===== config.mk =====
export PLATFORM = sky130hd
export DESIGN_NAME = seg_scan_driver
export DESIGN_NICKNAME = d
export VERILOG_FILES = /design/src/rtl/seg_scan_driver.sv
export SDC_FILE = /design/constraint.sdc
export NUM_CORES = 1
export LEC_CHECK = 0
export ABC_AREA = 1
export ABC_CLOCK_PERIOD_IN_PS = 2600
export BUFFER_PORTS_ARGS = -buffer_cell sky130_fd_sc_hd__buf_2
export CORE_AREA = 2 2 74 76
export DETAILED_ROUTE_END_ITERATION = 16
export DIE_AREA = 0 0 76 78
export GPL_TIMING_DRIVEN = 1
export PLACE_DENSITY = 0.72
export SLEW_MARGIN = 30
export SYNTH_ARGS = -nofsm -noshare
export SYNTH_HDL_FRONTEND = slang
export SYNTH_SLANG_ARGS = --single-unit

===== constraint.sdc =====
create_clock -name clock -period 2.6 [get_ports clock]
set_input_delay 0.13 -clock clock [delete_from_list [all_inputs] [get_ports clock]]
set_output_delay 0.13 -clock clock [all_outputs]
set_load 0.05 [all_outputs]

===== src/rtl/seg_scan_driver.sv =====
// seg_scan_driver: time-multiplexes four BCD digits onto one active-low 7-segment bus.
// Inputs are snapshotted once per frame (start of slot 0) so a frame is always coherent.
// Each digit slot begins with an anode-off guard interval to suppress ghosting.
// Optional build macro: LEADING_ZERO_BLANK_EN (blanks leading zero digits 3..1).
module seg_scan_driver #(
  parameter int unsigned REFRESH_CYCLES = 50000,
  parameter int unsigned BLANK_CYCLES   = 16,
  parameter int unsigned CNT_W          = 16
) (
  input  logic        clock,
  input  logic        reset,
  input  logic        enable,
  input  logic [15:0] digits_in,
  input  logic [3:0]  dp_in,
  output logic [6:0]  seg_n,
  output logic        dp_n,
  output logic [3:0]  an_n,
  output logic [1:0]  digit_sel,
  output logic        frame_strobe
);

  localparam logic [CNT_W-1:0] CntMax     = CNT_W'(REFRESH_CYCLES - 1);
  localparam logic [CNT_W-1:0] BlankStart = CNT_W'(BLANK_CYCLES);

  logic [CNT_W-1:0] cnt_q, cnt_d;
  logic [1:0]       sel_q, sel_d;
  logic [15:0]      shadow_dig_q, shadow_dig_d;
  logic [3:0]       shadow_dp_q, shadow_dp_d;
  logic [6:0]       seg_q, seg_d;
  logic             dp_q, dp_d;
  logic [3:0]       an_q, an_d;
  logic             strobe_q, strobe_d;

  logic       snap;
  logic [3:0] cur_dig;
  logic       cur_dp;
  logic [6:0] cur_seg;
  logic       digit_blank;

  // Refresh counter, slot index and frame snapshot scheduling.
  always_comb begin
    snap         = (cnt_q == '0) && (sel_q == 2'd0);
    cnt_d        = cnt_q + 1'b1;
    sel_d        = sel_q;
    shadow_dig_d = shadow_dig_q;
    shadow_dp_d  = shadow_dp_q;
    if (cnt_q == CntMax) begin
      cnt_d = '0;
      sel_d = sel_q + 2'd1;
    end
    if (snap) begin
      shadow_dig_d = digits_in;
      shadow_dp_d  = dp_in;
    end
    strobe_d = snap;
  end

  // Select the shadow digit and decimal point for the current slot.
  always_comb begin
    cur_dig = shadow_dig_q[3:0];
    case (sel_q)
      2'd0:    cur_dig = shadow_dig_q[3:0];
      2'd1:    cur_dig = shadow_dig_q[7:4];
      2'd2:    cur_dig = shadow_dig_q[11:8];
      default: cur_dig = shadow_dig_q[15:12];
    endcase
    cur_dp = shadow_dp_q[sel_q];
  end

  // BCD to active-low segment decode; non-BCD codes blank the digit.
  always_comb begin
    cur_seg = 7'h7F;
    case (cur_dig)
      4'd0:    cur_seg = 7'h40;
      4'd1:    cur_seg = 7'h79;
      4'd2:    cur_seg = 7'h24;
      4'd3:    cur_seg = 7'h30;
      4'd4:    cur_seg = 7'h19;
      4'd5:    cur_seg = 7'h12;
      4'd6:    cur_seg = 7'h02;
      4'd7:    cur_seg = 7'h78;
      4'd8:    cur_seg = 7'h00;
      4'd9:    cur_seg = 7'h10;
      default: cur_seg = 7'h7F;
    endcase
  end

`ifdef LEADING_ZERO_BLANK_EN
  logic [3:1] lz_mask;

  // A digit is a leading zero if it and all higher digits are zero with no dp set.
  // The shadow only changes at snapshot time, so the mask is frame-stable.
  always_comb begin
    lz_mask[3] = (shadow_dig_q[15:12] == 4'd0) && !shadow_dp_q[3];
    lz_mask[2] = lz_mask[3] && (shadow_dig_q[11:8] == 4'd0) && !shadow_dp_q[2];
    lz_mask[1] = lz_mask[2] && (shadow_dig_q[7:4] == 4'd0) && !shadow_dp_q[1];
    case (sel_q)
      2'd1:    digit_blank = lz_mask[1];
      2'd2:    digit_blank = lz_mask[2];
      2'd3:    digit_blank = lz_mask[3];
      default: digit_blank = 1'b0;
    endcase
  end
`else
  assign digit_blank = 1'b0;
`endif

  // Next output values; only the anodes are gated by enable and the guard interval.
  always_comb begin
    seg_d = digit_blank ? 7'h7F : cur_seg;
    dp_d  = digit_blank ? 1'b1 : ~cur_dp;
    an_d  = 4'hF;
    if (enable && (cnt_q >= BlankStart)) begin
      an_d[sel_q] = 1'b0;
    end
  end

  // State and registered outputs with synchronous active-high reset.
  always_ff @(posedge clock) begin
    if (reset) begin
      cnt_q        <= '0;
      sel_q        <= 2'd0;
      shadow_dig_q <= 16'h0000;
      shadow_dp_q  <= 4'h0;
      seg_q        <= 7'h7F;
      dp_q         <= 1'b1;
      an_q         <= 4'hF;
      strobe_q     <= 1'b0;
    end else begin
      cnt_q        <= cnt_d;
      sel_q        <= sel_d;
      shadow_dig_q <= shadow_dig_d;
      shadow_dp_q  <= shadow_dp_d;
      seg_q        <= seg_d;
      dp_q         <= dp_d;
      an_q         <= an_d;
      strobe_q     <= strobe_d;
    end
  end

  assign seg_n        = seg_q;
  assign dp_n         = dp_q;
  assign an_n         = an_q;
  assign digit_sel    = sel_q;
  assign frame_strobe = strobe_q;

endmodule


; Word-level counts from Yosys, hierarchy flattened
; Memories as Yosys holds them, arrays and structs flattened. A register that Yosys moved wholly into a read port is not among the register bits.
; Cells that the tools add are included.
[totals]
mem_bits_ro = 112
wordCells = 31
mem_count = 1
register_bits = 44
out_inout_bits = 15
[op_classes]
bitwise_logic = 3
n_mux = 5
eq_ne = 3
n_addsub = 2
magnitude_cmp = 3
n_reduce_logical = 7
[memory_table]
columns = name, depth, word_bits, rd, rd_ports_with_merged_regs, write_ports, line
row1 = (no name shown), 16, 7, 1, 1, 0, 73  ; case (cur_dig)
[op_table]
columns = op, count
row1 = $add A16 B1 Y16 const B, 1
row2 = $eq A16 B16 Y1 const B, 1
row3 = $ge A16 B5 Y1 const B, 1
row4 = $logic_not A16 Y1, 1
row5 = $pmux W4 S3, 1
row6 = $not A4 Y4, 1
row7 = $reduce_or A2 Y1, 2
row8 = $logic_and A1 B1 Y1, 3
row9 = $lt A2 B3 Y1 const B, 1
row10 = $add A2 B1 Y2 const B, 1
row11 = $bmux W1 S2, 1
row12 = $demux W1 S2, 1
row13 = $eq A2 B1 Y1 const B, 1
row14 = $eq A2 B2 Y1 const B, 1
row15 = $ge A2 B1 Y1 const B, 1
row16 = $logic_not A2 Y1, 1
row17 = $mux W1, 2
row18 = $not A1 Y1, 2

; Logic depth before layout (Yosys ltp)
; Gate-level depths: netlist of run 1.
[logic_depth]
word_depth = 5
mapped_depth = 12
ltp_nobuf = 12

; Least setup slack after synthesis of run 1
; Ideal clock, no wire load.
[synth_timing]
path_kind = reg-to-reg
start = register sel_q[0] (netlist: digit_sel[0])
end = register seg_q[5] (netlist: seg_n[5])
setup_time_ns = 0.118
slack_ns = 0.368
stages_incl_launch_ff = 13
n_path_buf = 0
arrival_time_ns = 2.114
period_less_slack_ns = 2.232
path_cell_list = dfxtp_1 -> inv_1 -> ha_1 -> nand2_1 -> nand2_1 -> o21ai_2 -> inv_1 -> ha_1 -> nand3b_1 -> nand2_1 -> inv_1 -> nand2_1 -> nand2_1
[synth_via]
elab_chain_len = 2
elab_cells_between_ends = 4
cone_classes = eq/ne (2) / mux (1) / reduce/logical (1)
[synth_rtl]
columns = element, line
row1 = start: declaration, 26  ; logic [1:0] sel_q, sel_d;
row2 = start signal: assignment, 131  ; sel_q <= sel_d;
row3 = "$eq A2 B2 Y1, or another cell as far along", 61  ; case (sel_q)
row4 = $pmux W4 S3 *, 61
row5 = end: declaration, 29  ; logic [6:0] seg_q, seg_d;
; Every way passes the cells marked *; elsewhere a longest branch is shown, timed or not.
; A chain may end at the register's enable or synchronous reset.

; Worst setup path after layout of run 1
; Ends and elaborated chain as after synthesis.

==> qor.csv, run 1 <==
stage;metric;value;unit
yosys;top cells by area, synth;dfxtp_1 41%, nand2_1 16%, nor2_1 8.5%;
timing;Setup Total Neg Slack;0;ns
global_route;grt ovf;0;
timing;fmax;0.4700;GHz
critical_path;type of origin of the critical path;register;
floorplanning;Die ar.;5928;um2
timing;Final Cycle Share;81.83;%
outcome;status;completed;
cts;H-tree levels;2;
critical_path;RR Startpoint;digit_sel[0];
cts;Longest Clk Path Bufs;2;
job;Max-Cap Viols;0;
yosys;cell area after synthesis;2510;um2
placement;number of port buffers;37;
pwr;Flop pwr share;51.5;%
cts;clk sinks;51;
worst_hold_path;hold path depth;3;
placement;DP Worst Slack;0.4876;ns
critical_path;reg-to-reg slack, setup;0.47;ns
yosys;Unique masters post-synth;30;
cts;# hold bufs at CTS;0;
pwr;Pint;1.189;mW
yosys;synthesized flop and latch total;51;
critical_path;CP Data Arrival Time;2.32;ns
placement;RePlAce Congestion;0.9173;
floorplanning;FP Rows;26;
drt;vias per inst;4.673;
drt;via count;2215;
floorplanning;Core Area;5042;um2
global_route;initial antenna violation count;0;
cts;post-CTS sizing;0;
finish;Final #Nets;436;
yosys;post-synthesis net count;396;
critical_path;Setup CP Type;register to register;
cts;Root Buffer;clkbuf_8;
global_route;first-pass GRT wire length;9.163;mm
critical_path;crit path capture type;register;
pwr;Peak VDD IR;0.2628;mV
global_route;vias in the first global route;2086;
critical_path;worst path required time;2.79;ns
cts;clock buffer count from CTS;5;
pwr;Comb power frac;19.5;%
floorplanning;Die W;76;um
pwr;switching share of power;29.58;%
worst_hold_path;hold endpoint;shadow_dp_q[0];
cts;TritonCTS clock tree;built;
timing;worst setup margin;0.4724;ns
finish;ANT cells;0;
yosys;syn_area_per_cell;6.914;um2
finish;commonest non-fill, non-tap cells in the layout;108 x nand2_1, 57 x nor2_1, 51 x dfxtp_1, 45 x inv_1, 37 x buf_2;
worst_hold_path;hold path startpoint;dp_in[0];
critical_path;depth of the most critical reg-to-reg path;12;
worst_hold_path;Hold/Removal Path Class;input port to register;
pwr;total power;1.689;mW
pwr;power density over cell area;591.0;nW/um2
pwr;Clock power frac;29.0;%
timing;Slew Viols, Final;0;
floorplanning;Top Ports;38;
cts;Worst-Skew Late Latency;0.30;ns
drt;post-DR wirelength/cell;10.61;um
global_route;largest net degree at the start of global routing;42;
finish;most common cell after layout, fill and taps aside;nand2_1;
timing;final setup violation count;0;
drt;drt drc;0;
finish;ratio of cells with drive above 1 in the final layout;17.33;%
cts;Worst-path clk slew;0.09;ns
yosys;cell accounting for the most synthesized area;dfxtp_1;
drt;initial DRC count;117;
timing;fin crit period;2.128;ns
finish;Syn-to-layout area delta;13.86;%
timing;final hold violations;0;
drt;final wirelength;5.030;mm
pwr;Psw;0.4996;mW
placement;post-DP HPWL;3.812;mm
global_route;Tot GR Track Use;18.79;%
timing;clk_skew;0.006333;ns
floorplanning;Starting Density;49.78;%
drt;DRT antenna net count;0;
timing;worst slew pin tran;0.3924;ns
timing;worst rel slew slack;73.66;%
drt;First-pass DRT Iterations;4;
timing;RSZ-0062 raised after global routing;false;
critical_path;reg2reg end;seg_n[5];
yosys;Synth Instances;363;
yosys;sequential fraction of the synthesis area;40.68;%
yosys;top-area cell type share of the netlist area;40.68;%
floorplanning;DIE HEIGHT;78;um
cts;Post-CTS Setup Inserts;0;
yosys;Ys Warns;0;
pwr;leakage power;1.324;nW
critical_path;CP Max Fanout;10;
-- power groups by stage --
stage	registers, mW	logic, mW	clock network (mW)
after floorplan	0.951	0.191	0
after global placement	0.888	0.327	0
after detailed placement	0.889	0.329	0
after CTS	0.870	0.331	0.504
after global routing	0.877	0.377	0.540
final	0.870	0.329	0.489
-- cells in the mapped netlist --
cell type and instances:
nand2_1 108, nor2_1 57, dfxtp_1 51, inv_1 45, nand3_1 23, nand4_1 11
ha_1 10, a21oi_1 9, nor2_2 7, a21oi_2 4, buf_2 4, o21ai_0 4
inv_2 3, nor3_1 3, xor2_1 3, and3_1 2, clkbuf_1 2, nand2_2 2
nand3b_1 2, nor2_4 2, o21ai_1 2, a21oi_4 1, buf_12 1, clkinv_1 1
nand2_4 1, nand3_2 1, nor3_2 1, nor3b_1 1, o21ai_2 1, o21bai_1 1
-- worst max path at each step --
stage / startpoint / to / slack (ns) / cells past startpoint
3_5_place_dp: digit_sel[0] / seg_n[5] / 0.49 / 12
3_3_place_gp: digit_sel[0] / seg_n[5] / 0.64 / 12
4_1_cts: digit_sel[0] / seg_n[5] / 0.46 / 12
2_1_floorplan: digit_sel[0] / seg_n[5] / 0.37 / 12
6_report: digit_sel[0] / seg_n[5] / 0.47 / 12
5_1_grt: digit_sel[0] / seg_n[5] / 0.25 / 12
-- metal layers --
| metal | routed length, um | track usage (%) | part of all wire, % |
|---|---|---|---|
| met1 | 2518 | 25.31 | 50 |
| met2 | 2183 | 30.00 | 43 |
| met5 | 0 | 0 | 0 |
| met4 | 64 | 6.000 | 1.3 |
| met3 | 264 | 4.302 | 5.2 |
-- per-stage QoR --
stage	instance area [um2]	instances	hold slack, ns	utilization (%)
floorplan	2510	363	0.1991	-
global placement	2758	466	0.3509	54.69
detailed placement	2758	466	0.3580	54.69
CTS	2858	474	0.04184	56.67
global route	2858	474	0.04029	56.67
finish	2858	474	0.04284	56.67
-- area by class of cell --
type | instances | area [um2]
clock buffer | 8 | 100.1
sequential | 51 | 1021
timing repair buffer | 40 | 207.7
tap | 70 | 87.58
multi-input combinational | 256 | 1257
inverter | 49 | 183.9
fill | 493 | 2185
-- flip-flops by register name (all words and copies together), names as in the netlist --
register and cells:
frame_strobe 1, dp_n 1, an_n 4, cnt_q 16, seg_n 7, shadow_dig_q 16, shadow_dp_q 4, digit_sel 2
-- logic make-up after synthesis --
| group | share of synthesized area (%) |
|---|---|
| simple gates | 38.38 |
| xor+xnor | 1.047 |
| buf+inv | 9.222 |
| flops | 40.68 |
| compound gates | 5.683 |
| fa+ha+maj | 4.985 |
-- worst max-delay path: stages, from the launching register on --
cell and delay, ns:
dfxtp_1 0.52, inv_1 0.14, ha_1 0.29, nand2_1 0.10
nand2_1 0.06, o21ai_2 0.25, inv_1 0.12, ha_1 0.19
nand3b_1 0.15, nand2_1 0.06, inv_1 0.04, nand2_1 0.05
nand2_1 0.04
Power figures use the tool's default switching activity.
==> run 2, diff against run 1 <==
- ABC_CLOCK_PERIOD_IN_PS: 2600 -> 2100
- clock period: 2.6 -> 2.1 ns (I/O delays scaled with it)
==> qor.csv, run 2 (same netlist as run 1, synthesis figures left out) <==
stage;metric;value;unit
outcome;status;completed;
drt;drt drc;0;
drt;via count;2229;
critical_path;critical path's most frequent cell;nand2_1;
global_route;vias in the first global route;2080;
timing;Slew Viols, Final;0;
timing;Final Cycle Share;91.19;%
floorplanning;FP Rows;26;
floorplanning;Top Ports;38;
cts;clock buffer count from CTS;5;
placement;number of port buffers;37;
critical_path;CP Data Arrival Time;2.11;ns
cts;clk sinks;51;
drt;vias per inst;4.693;
cts;Worst-Skew Late Latency;0.30;ns
timing;final hold violations;0;
pwr;power density over cell area;756.9;nW/um2
floorplanning;Die ar.;5928;um2
critical_path;slowest CP cell;dfxtp_4;
critical_path;crit path cell chain;inv_1 -> ha_1 -> nand2_1 -> nand2_1 -> o21ai_4 -> inv_1 -> ha_1 -> nand3b_1 -> nand2_1 -> inv_1 -> nand2_1 -> nand2_1;
timing;final setup violation count;0;
finish;ratio of cells with drive above 1 in the final layout;18.27;%
placement;post-DP HPWL;3.768;mm
global_route;Tot GR Track Use;18.37;%
timing;fmax;0.5222;GHz
placement;DP Worst Slack;0.1586;ns
global_route;largest net degree at the start of global routing;42;
finish;Syn-to-layout area delta;15.85;%
floorplanning;Core Area;5042;um2
cts;Longest Clk Path Bufs;2;
cts;Post-CTS Setup Inserts;0;
finish;final core utilization;57.67;%
cts;Root Buffer;clkbuf_8;
timing;fin crit period;1.915;ns
timing;worst rel slew slack;77.98;%
pwr;Peak VDD IR;0.3900;mV
floorplanning;DIE HEIGHT;78;um
timing;clk_skew;0.007067;ns
critical_path;CP Max Fanout;10;
finish;Final #Nets;437;
global_route;grt ovf;0;
critical_path;CP Buf/Inv Count;3;
critical_path;Setup CP Type;register to register;
job;Max-Cap Viols;0;
drt;final wirelength;5.116;mm
global_route;first-pass GRT wire length;9.004;mm
finish;most common cell after layout, fill and taps aside;nand2_1;
finish;ANT cells;0;
drt;post-DR wirelength/cell;10.77;um
critical_path;crit-path max cell delay;0.41;ns
pwr;leakage power;1.346;nW
timing;worst slew pin tran;0.3284;ns
critical_path;CP delay by family, top;simple AND/OR/NAND/NOR gates;
cts;H-tree levels;2;
worst_hold_path;Hold/Removal Path Class;input port to register;
drt;DRT antenna net count;0;
placement;placed inst area;2780;um2
finish;cell area after layout;2908;um2
critical_path;worst path required time;2.29;ns
cts;Worst-path clk slew;0.09;ns
cts;# hold bufs at CTS;0;
global_route;initial antenna violation count;0;
drt;initial DRC count;104;
drt;First-pass DRT Iterations;5;
floorplanning;Die W;76;um
placement;RePlAce Congestion;0.9123;
floorplanning;Starting Density;49.78;%
cts;post-CTS sizing;0;
cts;TritonCTS clock tree;built;
critical_path;RR Startpoint;digit_sel[0];
critical_path;type of origin of the critical path;register;
timing;worst setup margin;0.1850;ns
critical_path;crit path capture type;register;
worst_hold_path;hold path startpoint;digits_in[13];
finish;commonest non-fill, non-tap cells in the layout;108 x nand2_1, 57 x nor2_1, 49 x dfxtp_1, 45 x inv_1, 37 x buf_2;
critical_path;CP startpoint;digit_sel[0];
finish;FILL cells;475;
## run 2: per-stage QoR
step	hold WS [ns]	TNS [ns]	cells	power (mW)
after floorplan	0.1667	0	363	1.413
after global placement	0.3248	0	467	1.518
after detailed placement	0.3331	0	467	1.519
after CTS	0.01986	0	475	2.211
after global routing	0.03229	-0.006018	475	2.311
final	0.01993	0	475	2.201
## run 2: tightest hold or removal path, delay by kind of cell
kind	cells	cell delay, ns
buf+inv	1	0.07
simple gates	2	0.11
## run 2: layout make-up
class                      count  area (um2)  share of cell area (%)
clock buffer                   6       82.58                   2.840
clock inverter                 2       35.03                   1.205
inverter                      49       183.9                   6.325
multi-input combinational    256        1265                   43.50
sequential                    51        1026                   35.28
tap                           70       87.58                   3.012
timing repair buffer          41       227.7                   7.831
## run 2: routing by layer
| layer | routed length, um | up-vias | track usage [%] | part of all wire (%) |
|---|---|---|---|---|
| met1 | 2539 | 964 | 23.73 | 50 |
| met3 | 275 | 4 | 4.419 | 5.4 |
| met2 | 2260 | 60 | 30.45 | 44 |
| li1 | - | 1201 | - | - |
| met4 | 41 | 0 | 5.818 | 0.80 |
| met5 | 0 | - | 0 | 0 |
## run 2: path summary, 6_finish.rpt
path                                         end  slack [ns]  cells after the start
worst max register to register          seg_n[5]        0.19                     12
worst min register to register          cnt_q[0]        0.49                      1
worst max-delay path                    seg_n[5]        0.19                     12
worst min-delay path            shadow_dig_q[13]        0.02                      3
## run 2: where the power goes
group | switching (mW) | leakage [nW] | internal [mW] | total [mW]
sequential | 0.0337 | 0.421 | 1.04 | 1.08
clock | 0.318 | 0.0612 | 0.386 | 0.704
combinational | 0.282 | 0.864 | 0.139 | 0.421
==> run 3, diff against run 2 <==
- CORE_AREA: 2 2 74 76 -> 2 2 104 106
- DIE_AREA: 0 0 76 78 -> 0 0 106 108
- PLACE_DENSITY: 0.72 -> 0.43
==> qor.csv, run 3 (same netlist as run 1, synthesis figures left out) <==
stage;metric;value;unit
drt;First-pass DRT Iterations;4;
critical_path;CP delay by family, top;adder cells;
timing;worst rel slew slack;75.10;%
floorplanning;Core Area;10230;um2
job;Max-Cap Viols;0;
cts;Root Buffer;clkbuf_8;
finish;Syn-to-layout area delta;19.14;%
drt;initial DRC count;64;
floorplanning;Die W;106;um
timing;worst slew pin tran;0.3715;ns
critical_path;RR Startpoint;digit_sel[0];
cts;H-tree levels;2;
critical_path;CP Data Arrival Time;2.08;ns
drt;final wirelength;5.889;mm
floorplanning;Die ar.;11450;um2
critical_path;Setup CP Type;register to register;
finish;ANT cells;0;
floorplanning;DIE HEIGHT;108;um
critical_path;CP startpoint;digit_sel[0];
floorplanning;Starting Density;24.53;%
cts;post-CTS sizing;0;
timing;RSZ-0062 raised after global routing;false;
cts;Worst-path clk slew;0.09;ns
finish;commonest non-fill, non-tap cells in the layout;108 x nand2_1, 57 x nor2_1, 49 x dfxtp_1, 45 x inv_1, 37 x buf_2;
cts;clock buffer count from CTS;5;
timing;Setup Total Neg Slack;0;ns
critical_path;crit path capture type;register;
critical_path;crit path cell chain;inv_1 -> ha_1 -> nand2_1 -> nand2_1 -> o21bai_1 -> ha_1 -> nand3_1 -> nand2_1 -> nand2_1 -> nand2_1;
timing;fmax;0.5328;GHz
cts;Worst-Skew Late Latency;0.30;ns
outcome;status;completed;
critical_path;CP Buf/Inv Count;1;
critical_path;depth of the most critical reg-to-reg path;10;
cts;# hold bufs at CTS;0;
worst_hold_path;hold path depth;3;
finish;post-route non-filler standard cell count;543;
worst_hold_path;Hold/Removal Path Class;input port to register;
critical_path;slowest CP cell;dfxtp_2;
timing;Slew Viols, Final;0;
global_route;grt ovf;0;
floorplanning;Top Ports;38;
critical_path;critical path's most frequent cell;nand2_1;
pwr;leakage power;1.350;nW
pwr;Peak VDD IR;0.2484;mV
cts;Longest Clk Path Bufs;2;
placement;Inst Count DP;535;
finish;final core utilization;29.23;%
finish;ratio of cells with drive above 1 in the final layout;18.67;%
finish;FILL cells;1109;
finish;cell area after layout;2990;um2
global_route;Tot GR Track Use;10.99;%
timing;fin crit period;1.877;ns
pwr;power density over cell area;733.3;nW/um2
finish;most common cell after layout, fill and taps aside;nand2_1;
placement;number of port buffers;37;
global_route;first-pass GRT wire length;10.05;mm
timing;final hold violations;0;
timing;clk_skew;0.005485;ns
drt;vias per inst;4.076;
critical_path;worst path required time;2.30;ns
timing;final setup violation count;0;
floorplanning;FP Rows;37;
drt;DRT antenna net count;0;
placement;RePlAce Congestion;0.8154;
placement;post-DP HPWL;4.469;mm
placement;placed inst area;2878;um2
global_route;vias in the first global route;2155;
global_route;largest net degree at the start of global routing;29;
pwr;total power;2.193;mW
worst_hold_path;hold path startpoint;digits_in[13];
cts;clk sinks;51;
critical_path;WP depth;10;
cts;TritonCTS clock tree;built;
global_route;initial antenna violation count;0;
drt;drt drc;0;
drt;post-DR wirelength/cell;10.85;um
drt;via count;2213;
cts;Post-CTS Setup Inserts;0;
finish;Final #Nets;439;
critical_path;crit-path max cell delay;0.42;ns
critical_path;type of origin of the critical path;register;
critical_path;CP Max Fanout;10;
timing;Final Cycle Share;89.38;%
run 3: final timing paths:
kind              slack [ns]                to
setup / recovery        0.22          seg_n[3]
hold / removal          0.02  shadow_dig_q[13]
setup reg to reg        0.22          seg_n[3]
hold reg to reg         0.49          cnt_q[0]
run 3: per-stage QoR:
stage / hold WS (ns) / setup slack [ns]
2_1_floorplan: 0.1667 / 0.1258
3_3_place_gp: 0.3263 / 0.2703
3_5_place_dp: 0.3397 / 0.2248
4_1_cts: 0.01335 / 0.2155
5_1_grt: 0.02259 / 0.03183
6_report: 0.01998 / 0.2231
run 3: per-layer routing:
layer,vias up,GRT usage (%),part of all wire (%)
met4,0,3.102,1.0
met2,40,18.76,45
li1,1203,-,-
met1,965,14.17,50
met3,5,2.170,4.3
met5,-,0,0
run 3: worst min-delay path: stages:
cell	delay [ns]
buf_2	0.07
nor2_1	0.03
nor2_1	0.08
run 3: power breakdown:
group | switching [mW] | internal (mW)
sequential | 0.0309 | 1.04
combinational | 0.290 | 0.144
clock | 0.330 | 0.355
run 3: cell type report:
class	count	area, um2	area share (%)
clock buffers	5	68.82	2.301
clock inverters	3	43.79	1.464
inverters	49	183.9	6.151
multi-input cells	256	1257	42.05
flip-flops and latches	51	1023	34.23
well taps	136	170.2	5.690
repair buffers	43	242.7	8.117
